==> src/rtl/ifetch_unit.sv <==
// ifetch_unit: instruction fetch stage.
//
// Owns the fetch PC (fpc), requests instruction words from memory over a
// req/ack handshake, buffers returned words in a small prefetch FIFO and
// presents the head word to the pipeline control unit. Control steers the
// fetch PC through PCwr/NPCop: sequential, branch target or IRQ vector.
// An empty FIFO presents a 32'd0 bubble, which control decodes as a NOP.
//
// Parameters
//   RESET_PC    fetch address after reset
//   IRQ_VECTOR  fetch address for NPCop = 2'b10
//   FIFO_DEPTH  prefetch entries; power of two, >= 2
//
// Ports
//   clk          in   1   clock, rising edge
//   rst          in   1   asynchronous, active-low reset
//   PCwr         in   1   pipeline advances this cycle (pop/redirect allowed)
//   NPCop        in   2   00 seq, 01 branch, 10 IRQ vector, 11 as 00
//   br_target    in   32  branch target from EX
//   imem_req     out  1   memory request valid (registered)
//   imem_addr    out  32  request word address (registered)
//   imem_ack     in   1   memory response valid, completes the request
//   imem_rdata   in   32  instruction word, valid with imem_ack
//   instruction  out  32  FIFO head word, 0 when empty
//   fetch_valid  out  1   FIFO non-empty
//   if_pc        out  32  address of head word, 0 when empty
//   if_pc4       out  32  if_pc + 4 (wraps)

module ifetch_unit #(
    parameter logic [31:0] RESET_PC   = 32'h0000_0000,
    parameter logic [31:0] IRQ_VECTOR = 32'h0000_0018,
    parameter int unsigned FIFO_DEPTH = 2
) (
    input  logic        clk,
    input  logic        rst,
    input  logic        PCwr,
    input  logic [1:0]  NPCop,
    input  logic [31:0] br_target,
    output logic        imem_req,
    output logic [31:0] imem_addr,
    input  logic        imem_ack,
    input  logic [31:0] imem_rdata,
    output logic [31:0] instruction,
    output logic        fetch_valid,
    output logic [31:0] if_pc,
    output logic [31:0] if_pc4
);

    localparam int unsigned PW = (FIFO_DEPTH > 1) ? $clog2(FIFO_DEPTH) : 1;
    localparam int unsigned CW = $clog2(FIFO_DEPTH + 1);
    localparam logic [CW-1:0] DepthC = CW'(FIFO_DEPTH);

    typedef enum logic [1:0] {
        StRun   = 2'd0,
        StWait  = 2'd1,
        StDrain = 2'd2
    } state_e;

    state_e          state;
    logic [31:0]     fpc;
    logic [PW-1:0]   rd_ptr;
    logic [PW-1:0]   wr_ptr;
    logic [CW-1:0]   count;
    logic [31:0]     fifo_pc   [FIFO_DEPTH];
    logic [31:0]     fifo_data [FIFO_DEPTH];

    logic            seq_op;
    logic            redirect;
    logic [31:0]     redirect_pc;
    logic            push;
    logic            pop;
    logic            can_issue;

    // Control decode. NPCop 11 behaves as sequential.
    always_comb begin
        seq_op      = (NPCop == 2'b00) || (NPCop == 2'b11);
        redirect    = PCwr && !seq_op;
        redirect_pc = (NPCop == 2'b10) ? IRQ_VECTOR : br_target;
        pop         = PCwr && seq_op && (count != '0);
        // Only an undisturbed WAIT delivers data; a same-cycle redirect drops it.
        push        = (state == StWait) && imem_ack && !redirect;
        // Nothing is outstanding in RUN, so count < depth guarantees a free slot.
        can_issue   = (count < DepthC) && !redirect;
    end

    // Fetch FSM, fetch PC, request outputs and FIFO bookkeeping.
    always_ff @(posedge clk or negedge rst) begin
        if (!rst) begin
            state     <= StRun;
            fpc       <= RESET_PC;
            imem_req  <= 1'b0;
            imem_addr <= RESET_PC;
            rd_ptr    <= '0;
            wr_ptr    <= '0;
            count     <= '0;
        end else begin
            // FIFO pointers: a redirect flushes, otherwise push and pop may coincide.
            if (redirect) begin
                rd_ptr <= '0;
                wr_ptr <= '0;
                count  <= '0;
            end else begin
                if (push) begin
                    wr_ptr <= wr_ptr + PW'(1);
                end
                if (pop) begin
                    rd_ptr <= rd_ptr + PW'(1);
                end
                if (push && !pop) begin
                    count <= count + CW'(1);
                end else if (pop && !push) begin
                    count <= count - CW'(1);
                end
            end

            case (state)
                StRun: begin
                    if (redirect) begin
                        fpc <= redirect_pc;
                    end else if (can_issue) begin
                        imem_req  <= 1'b1;
                        imem_addr <= fpc;
                        state     <= StWait;
                    end
                end
                StWait: begin
                    if (redirect) begin
                        fpc <= redirect_pc;
                        if (imem_ack) begin
                            imem_req <= 1'b0;
                            state    <= StRun;
                        end else begin
                            // Request must still complete; its data will be discarded.
                            state <= StDrain;
                        end
                    end else if (imem_ack) begin
                        fpc      <= fpc + 32'd4;
                        imem_req <= 1'b0;
                        state    <= StRun;
                    end
                end
                StDrain: begin
                    if (redirect) begin
                        fpc <= redirect_pc;
                    end
                    if (imem_ack) begin
                        imem_req <= 1'b0;
                        state    <= StRun;
                    end
                end
                default: begin
                    imem_req <= 1'b0;
                    state    <= StRun;
                end
            endcase
        end
    end

    // FIFO storage; contents are only observed through count, so no reset is needed.
    always_ff @(posedge clk) begin
        if (push) begin
            fifo_pc[wr_ptr]   <= imem_addr;
            fifo_data[wr_ptr] <= imem_rdata;
        end
    end

    always_comb begin
        fetch_valid = (count != '0);
        instruction = fetch_valid ? fifo_data[rd_ptr] : 32'd0;
        if_pc       = fetch_valid ? fifo_pc[rd_ptr] : 32'd0;
        if_pc4      = if_pc + 32'd4;
    end

endmodule
==> config.mk <==
export PLATFORM = sky130hd
export DESIGN_NAME = ifetch_unit
export DESIGN_NICKNAME = d
export VERILOG_FILES = /design/src/rtl/ifetch_unit.sv
export SDC_FILE = /design/constraint.sdc
export NUM_CORES = 1
export LEC_CHECK = 0
export CORE_AREA = 2 2 132 134
export CTS_BUF_LIST = sky130_fd_sc_hd__clkbuf_16
export DETAILED_ROUTE_END_ITERATION = 10
export DIE_AREA = 0 0 134 136
export DONT_BUFFER_PORTS = 1
export GPL_TIMING_DRIVEN = 0
export PLACE_DENSITY = 0.72
export SKIP_CTS_REPAIR_TIMING = 1
export SLEW_MARGIN = 20
export SYNTH_ARGS = -nofsm -noshare
export SYNTH_HDL_FRONTEND = slang
export SYNTH_SLANG_ARGS = --single-unit
==> constraint.sdc <==
create_clock -name clk -period 6.2 [get_ports clk]
set_input_delay 1.24 -clock clk [delete_from_list [all_inputs] [get_ports clk]]
set_output_delay 1.24 -clock clk [all_outputs]
set_load 0.01 [all_outputs]
Word-level counts from Yosys, hierarchy flattened
Memory sizes are Yosys's and may differ from the RTL's.
Cells that the tools add are included.
Widths: inputs -> output; s select.
- register bits: 71
- memory bits (writable): 128
- input port bits: 70
- output and inout bits: 130
- memories: 2
- memories (name ; words ; width ; read ports ; clocked after memory_dff ; wr ports ; line ; text):
    fifo_data ; 2 ; 32 ; 1 ; 0 ; 1 ; 65 ; logic [31:0] fifo_data [FIFO_DEPTH];
    fifo_pc ; 2 ; 32 ; 1 ; 0 ; 1 ; 64 ; logic [31:0] fifo_pc [FIFO_DEPTH];
- add/sub/neg operators: 6
- order comparisons: 1
- equal/unequal tests: 9
- muxes and demuxes: 26
- bitwise operators: 1
- reductions and logical operators: 26
- operators with widths (operator ; count):
    $mux 32 ; 6
    $add 32x3->32 const B ; 2
    $pmux 32 s2 ; 1
    $mux 2 ; 8
    $mux 1 ; 9
    $reduce_and 3->1 ; 3
    $logic_and 1x1->1 ; 8
    $reduce_bool 2->1 ; 4
    $eq 2x2->1 const B ; 3
    $pmux 2 s3 ; 1
    $logic_not 1->1 ; 4
    $logic_not 2->1 ; 2
    $ne 2x1->1 const B ; 2
    $ne 2x2->1 const B ; 2
    $reduce_or 2->1 ; 2
    $ne 3x3->1 const B ; 1
    $reduce_bool 3->1 ; 1
    $add 1x1->1 const B ; 2
    $add 2x1->2 const B ; 1
    $eq 2x1->1 const B ; 1
    $lt 2x2->1 const B ; 1
    $pmux 1 s2 ; 1
    $reduce_and 2->1 ; 1
    $sub 2x1->2 const B ; 1
    other kinds (2) ; 2

Logic depth before layout (Yosys ltp)
- depth after elaboration: 11
- gate-level depth with buffers: 11
- mapped depth without buffers: 7

Worst setup path after synthesis
Ideal clock, no wire load.
- path kind: input -> register
- start: input NPCop[0]
- end: memory fifo_data[1][0] (enable)
- setup time: 0.578 ns
- arrival time: 6.467 ns
- required time: 5.622 ns
- slack: -0.845 ns
- stages: 5
- path buffers: 1
- cells stage by stage: inv_1 ha_1 nor2b_1 buf_2 nor3b_1
- word-level cells in the longest chain between the ends: 8
- elaborated cells on any way between the ends: 9
- those cells by class: eq/ne (1); mux (2); reduce/logical (6)
- RTL lines (element ; line ; text):
    from (decl) ; 37 ; input logic [1:0] NPCop,
    $eq 2x2->1 / $logic_not 2->1 (equally long branches) ; 76 ; seq_op = (NPCop == 2'b00) || (NPCop == 2'b11);
    $logic_or 1x1->1 (*) ; 76 ;
    $logic_not 1->1 (*) ; 77 ; redirect = PCwr && !seq_op;
    $logic_and 1x1->1 (*) ; 77 ;
    $logic_not 1->1 (*) ; 81 ; push = (state == StWait) && imem_ack && !redirect;
    $logic_and 1x1->1 (*) ; 81 ;
    $mux 1 (*) ; 161 ; if (push) begin
    $mux 1 (implied by the code) (*) ; 163 ; fifo_data[wr_ptr] <= imem_rdata;
    to (decl) ; 65 ;
Mark *: on every way between the ends. The rest lies on a longest branch, timed or not.

Final worst setup path
- start: register count[1]
- end: output if_pc4[30]
- word-level cells in the longest chain between the ends: 3
- RTL lines (element ; line ; text):
    from (decl) ; 63 ; logic [CW-1:0] count;
    from (signal assigned) ; 110 ; count <= count + CW'(1);
    from (signal assigned) ; 112 ; count <= count - CW'(1);
    $reduce_bool 2->1 ; 168 ; fetch_valid = (count != '0);
    $mux 32 ; 170 ; if_pc = fetch_valid ? fifo_pc[rd_ptr] : 32'd0;
    $add 32x3->32 ; 171 ; if_pc4 = if_pc + 32'd4;
    to (decl) ; 46 ; output logic [31:0] if_pc4
No other way between the ends.

==> impl_metrics.toml <==
[setup_path]
cp.required_ns = 4.96
path_cells = "nor2_2 > buf_4 > buf_2 > buf_2 > nor2_1 > ha_1 > nor3b_2 > nand4_2 > nor3_1 > xnor2_1"
cp_common_cell = "buf_2"
endpoint = "if_pc4[30]"
rr_endpoint = "fpc[31]$_DFFE_PN0P_"
r2r_slack_ns = 3.40
cp_max_fo = 10
critPathLaunch = "count[1]$_DFFE_PN0P_"
start_kind = "flip-flop"
worstRegToRegCells = 9
cpPeakStageDelay_ns = 0.72
cp.arrival_ns = 3.71
rr_startpoint = "state[0]$_DFFE_PN0P_"
critPathCaptureType = "output port"
crit_type = "reg2out"
slowest_stage = "nor2_2"

[timing]
min_period_ns = 4.953
hold_viol = 0
slew_headroom = 0.3956
worstMarginPinSlew_ns = 0.9057
slew_violations = 0
rsz0062_at_grt = "false"
max_freq_ghz = 0.2019
fin_skew_ns = 0.01246
setup_ws_ns = 1.247
setup_tns_ns = 0
setup_viol_count_final = 0
finalCritPeriodShare = 0.7988

[synth]
synth_top_family_by_area = "simple AND/OR/NAND/NOR gates"
synth.most_common_cell = "edfxtp_1"
synth_top_area_frac = 0.4081
ys_top_cells_by_count = "edfxtp_1 (128), nor2_1 (84), dfrtp_1 (71)"
synth_flop_cell = "edfxtp_1"
synthesis.area_um2 = 9418
ys_seq_area_frac = 0.5968
synth_area_leaders = "edfxtp_1 (41%), dfrtp_1 (19%), mux2i_1 (6.6%)"
syn_nets = 827
synth_compound_area_frac = 0.09074
ys_types = 67
synth_mux_area_frac = 0.1008
synth-xor-area-share = 0.02883
synthSimpleGateAreaFrac = 0.1430
syn_inst = 749
synth_fa_ha_area_frac = 0.01063
synth_edf_count = 128
syn_avg_cell_area_um2 = 12.57
async_reset_ff_frac = 0.3568
synth_seq_cells = 199
yosys_warnings = 0
synth_top_area_cell = "edfxtp_1"

[clock_tree]
root_buffer = "clkbuf_16"
clk_latency_ns = 0.44
cts_tree = "yes"
clockBufferDepth = 2
clk_pin_slew_worst_paths_ns = 0.08
cts.sinks = 199
cts_max_level = 4
numCtsBuffers = 17

[floorplanning]
die_w_um = 134
row_count = 48
start_util = 0.5581
dieArea_um2 = 18220
top_level_ports = 200
core_um2 = 16880
die_h_um = 136

[placed_design]
place_area_um2 = 9823
numPlacedInstances = 982
numPortBuffers = 0
hpwl_mm = 16.52
place_ws_ns = 1.720
routabilityCongestion = 0.9794

[cells_and_area]
layout.nets = 854
instances_no_fill = 1014
fin_util = 0.6175
n_antenna_cell = 0
fill_cells = 1330
design_area_um2 = 10420
drive_gt1_frac = 0.1736
synthToLayoutAreaGrowth_pct = 10.65

[route]
ant_nets = 0
dr_total_vias = 6302
wl_per_cell_um = 22.23
post-route-drc-count = 0
drt-total-wl_mm = 22.55
vias_per_cell = 6.215
dr.pass1.iters = 5
drt-initial-drc-count = 604

[job]
cap_violations = 0

[global_routing]
grt_max_degree = 72
antenna_found_initial = 0
grt_pass1_wl_mm = 34.87
grt_pass1_vias = 6274
grtUsageTotal = 0.2537
grt_overflow = 0

[status]
status = "finished, final reports clean"

[power_and_ir_drop]
p_leak_nw = 3.820
ir_worst_vdd_v = 0.0002592
p_per_area_nw_per_um2 = 496.6

[hold_path]
holdCritPathClass = "in2async"
[area by class of cell]
cell class / count / area [um^2] / area share
timing repair buffer: 8 / 101.3 / 0.009725
sequential: 199 / 5620 / 0.5393
buffer: 41 / 222.7 / 0.02137
multi-input combinational: 495 / 3545 / 0.3401
clock inverter: 15 / 172.7 / 0.01657
tap: 225 / 281.5 / 0.02701
inverter: 14 / 52.55 / 0.005043
clock buffer: 17 / 425.4 / 0.04082
[through the flow]
step	power (W)	hold slack, ns
3_5_place_dp	0.004096	0.4934
3_3_place_gp	0.004010	0.4815
5_1_grt	0.005458	0.4570
6_report	0.005175	0.4852
4_1_cts	0.005188	0.4668
2_1_floorplan	0.003529	0.4727
[power breakdown]
part | switching (W) | internal (W) | total, W | leakage [nW]
registers | 0.000402 | 0.00182 | 0.00223 | 2.05
logic | 0.00120 | 0.000661 | 0.00186 | 1.48
clock network | 0.000543 | 0.000546 | 0.00109 | 0.290
total | 0.00214 | 0.00303 | 0.00518 | 3.82
[per-layer routing]
metal | wire (um) | vias to the layer above | GRT usage
li1 | - | 2854 | -
met1 | 9344 | 3101 | 0.3254
met2 | 10740 | 306 | 0.4060
met3 | 1994 | 41 | 0.08949
met4 | 467 | 0 | 0.08333
met5 | 0 | - | 0
[worst min path at each step]
stage / startpoint / endpoint / slack (ns) / cells past startpoint
after floorplan: fpc[0]$_DFFE_PN0P_ / imem_addr[0]$_DFFE_PN0P_ / 0.47 / 1
after global placement: fpc[1]$_DFFE_PN0P_ / imem_addr[1]$_DFFE_PN0P_ / 0.48 / 1
after detailed placement: fpc[0]$_DFFE_PN0P_ / imem_addr[0]$_DFFE_PN0P_ / 0.49 / 1
after CTS: rst / imem_addr[1]$_DFFE_PN0P_ / 0.47 / 0
after global routing: rst / imem_addr[1]$_DFFE_PN0P_ / 0.46 / 0
final: rst / fpc[21]$_DFFE_PN0P_ / 0.49 / 0
[logic make-up (layout without fill, tap and decap cells)]
| logic type | count (synthesis) | in the layout |
|---|---|---|
| compound gates | 128 | 128 |
| xor+xnor | 31 | 31 |
| fa+ha+maj | 8 | 8 |
| buf+inv | 55 | 95 |
| flops | 199 | 199 |
| mux | 91 | 91 |
| simple gates | 237 | 237 |
[critical path, delay by kind of cell, from the launching register on]
family,cells,cell delay [ns]
and+or+nand+nor,5,1.44
adders and majority gates,1,0.23
buffers and inverters,3,0.85
DFF,1,0.47
xor gates and xnor gates,1,0.28
[cells in the final DEF, fill, tap and decap left out, types with 7 or more instances in the layout]
cell | netlist | routed
nand2_1 | 44 | 44
buf_6 | 2 | 7
a21oi_1 | 31 | 31
xnor2_1 | 12 | 12
clkbuf_16 | 0 | 17
nand3_1 | 23 | 23
nor3_1 | 13 | 12
edfxtp_1 | 128 | 128
nor3_2 | 7 | 7
mux2_2 | 28 | 28
buf_2 | 22 | 22
nor2_1 | 84 | 84
o21ai_0 | 36 | 36
nand4_1 | 9 | 9
dfrtp_1 | 71 | 71
a31oi_1 | 9 | 9
xor2_1 | 19 | 19
ha_1 | 8 | 8
clkbuf_1 | 12 | 12
mux2i_1 | 62 | 62
inv_1 | 14 | 14
[sequential cells by signal, summed over array words and instances (netlist names)]
signal / count
count: 2
fifo_data: 64
imem_req: 1
fifo_pc: 64
wr_ptr: 1
fpc: 32
rd_ptr: 1
imem_addr: 32
state: 2
No activity file was read; power rests on OpenSTA's default activity.
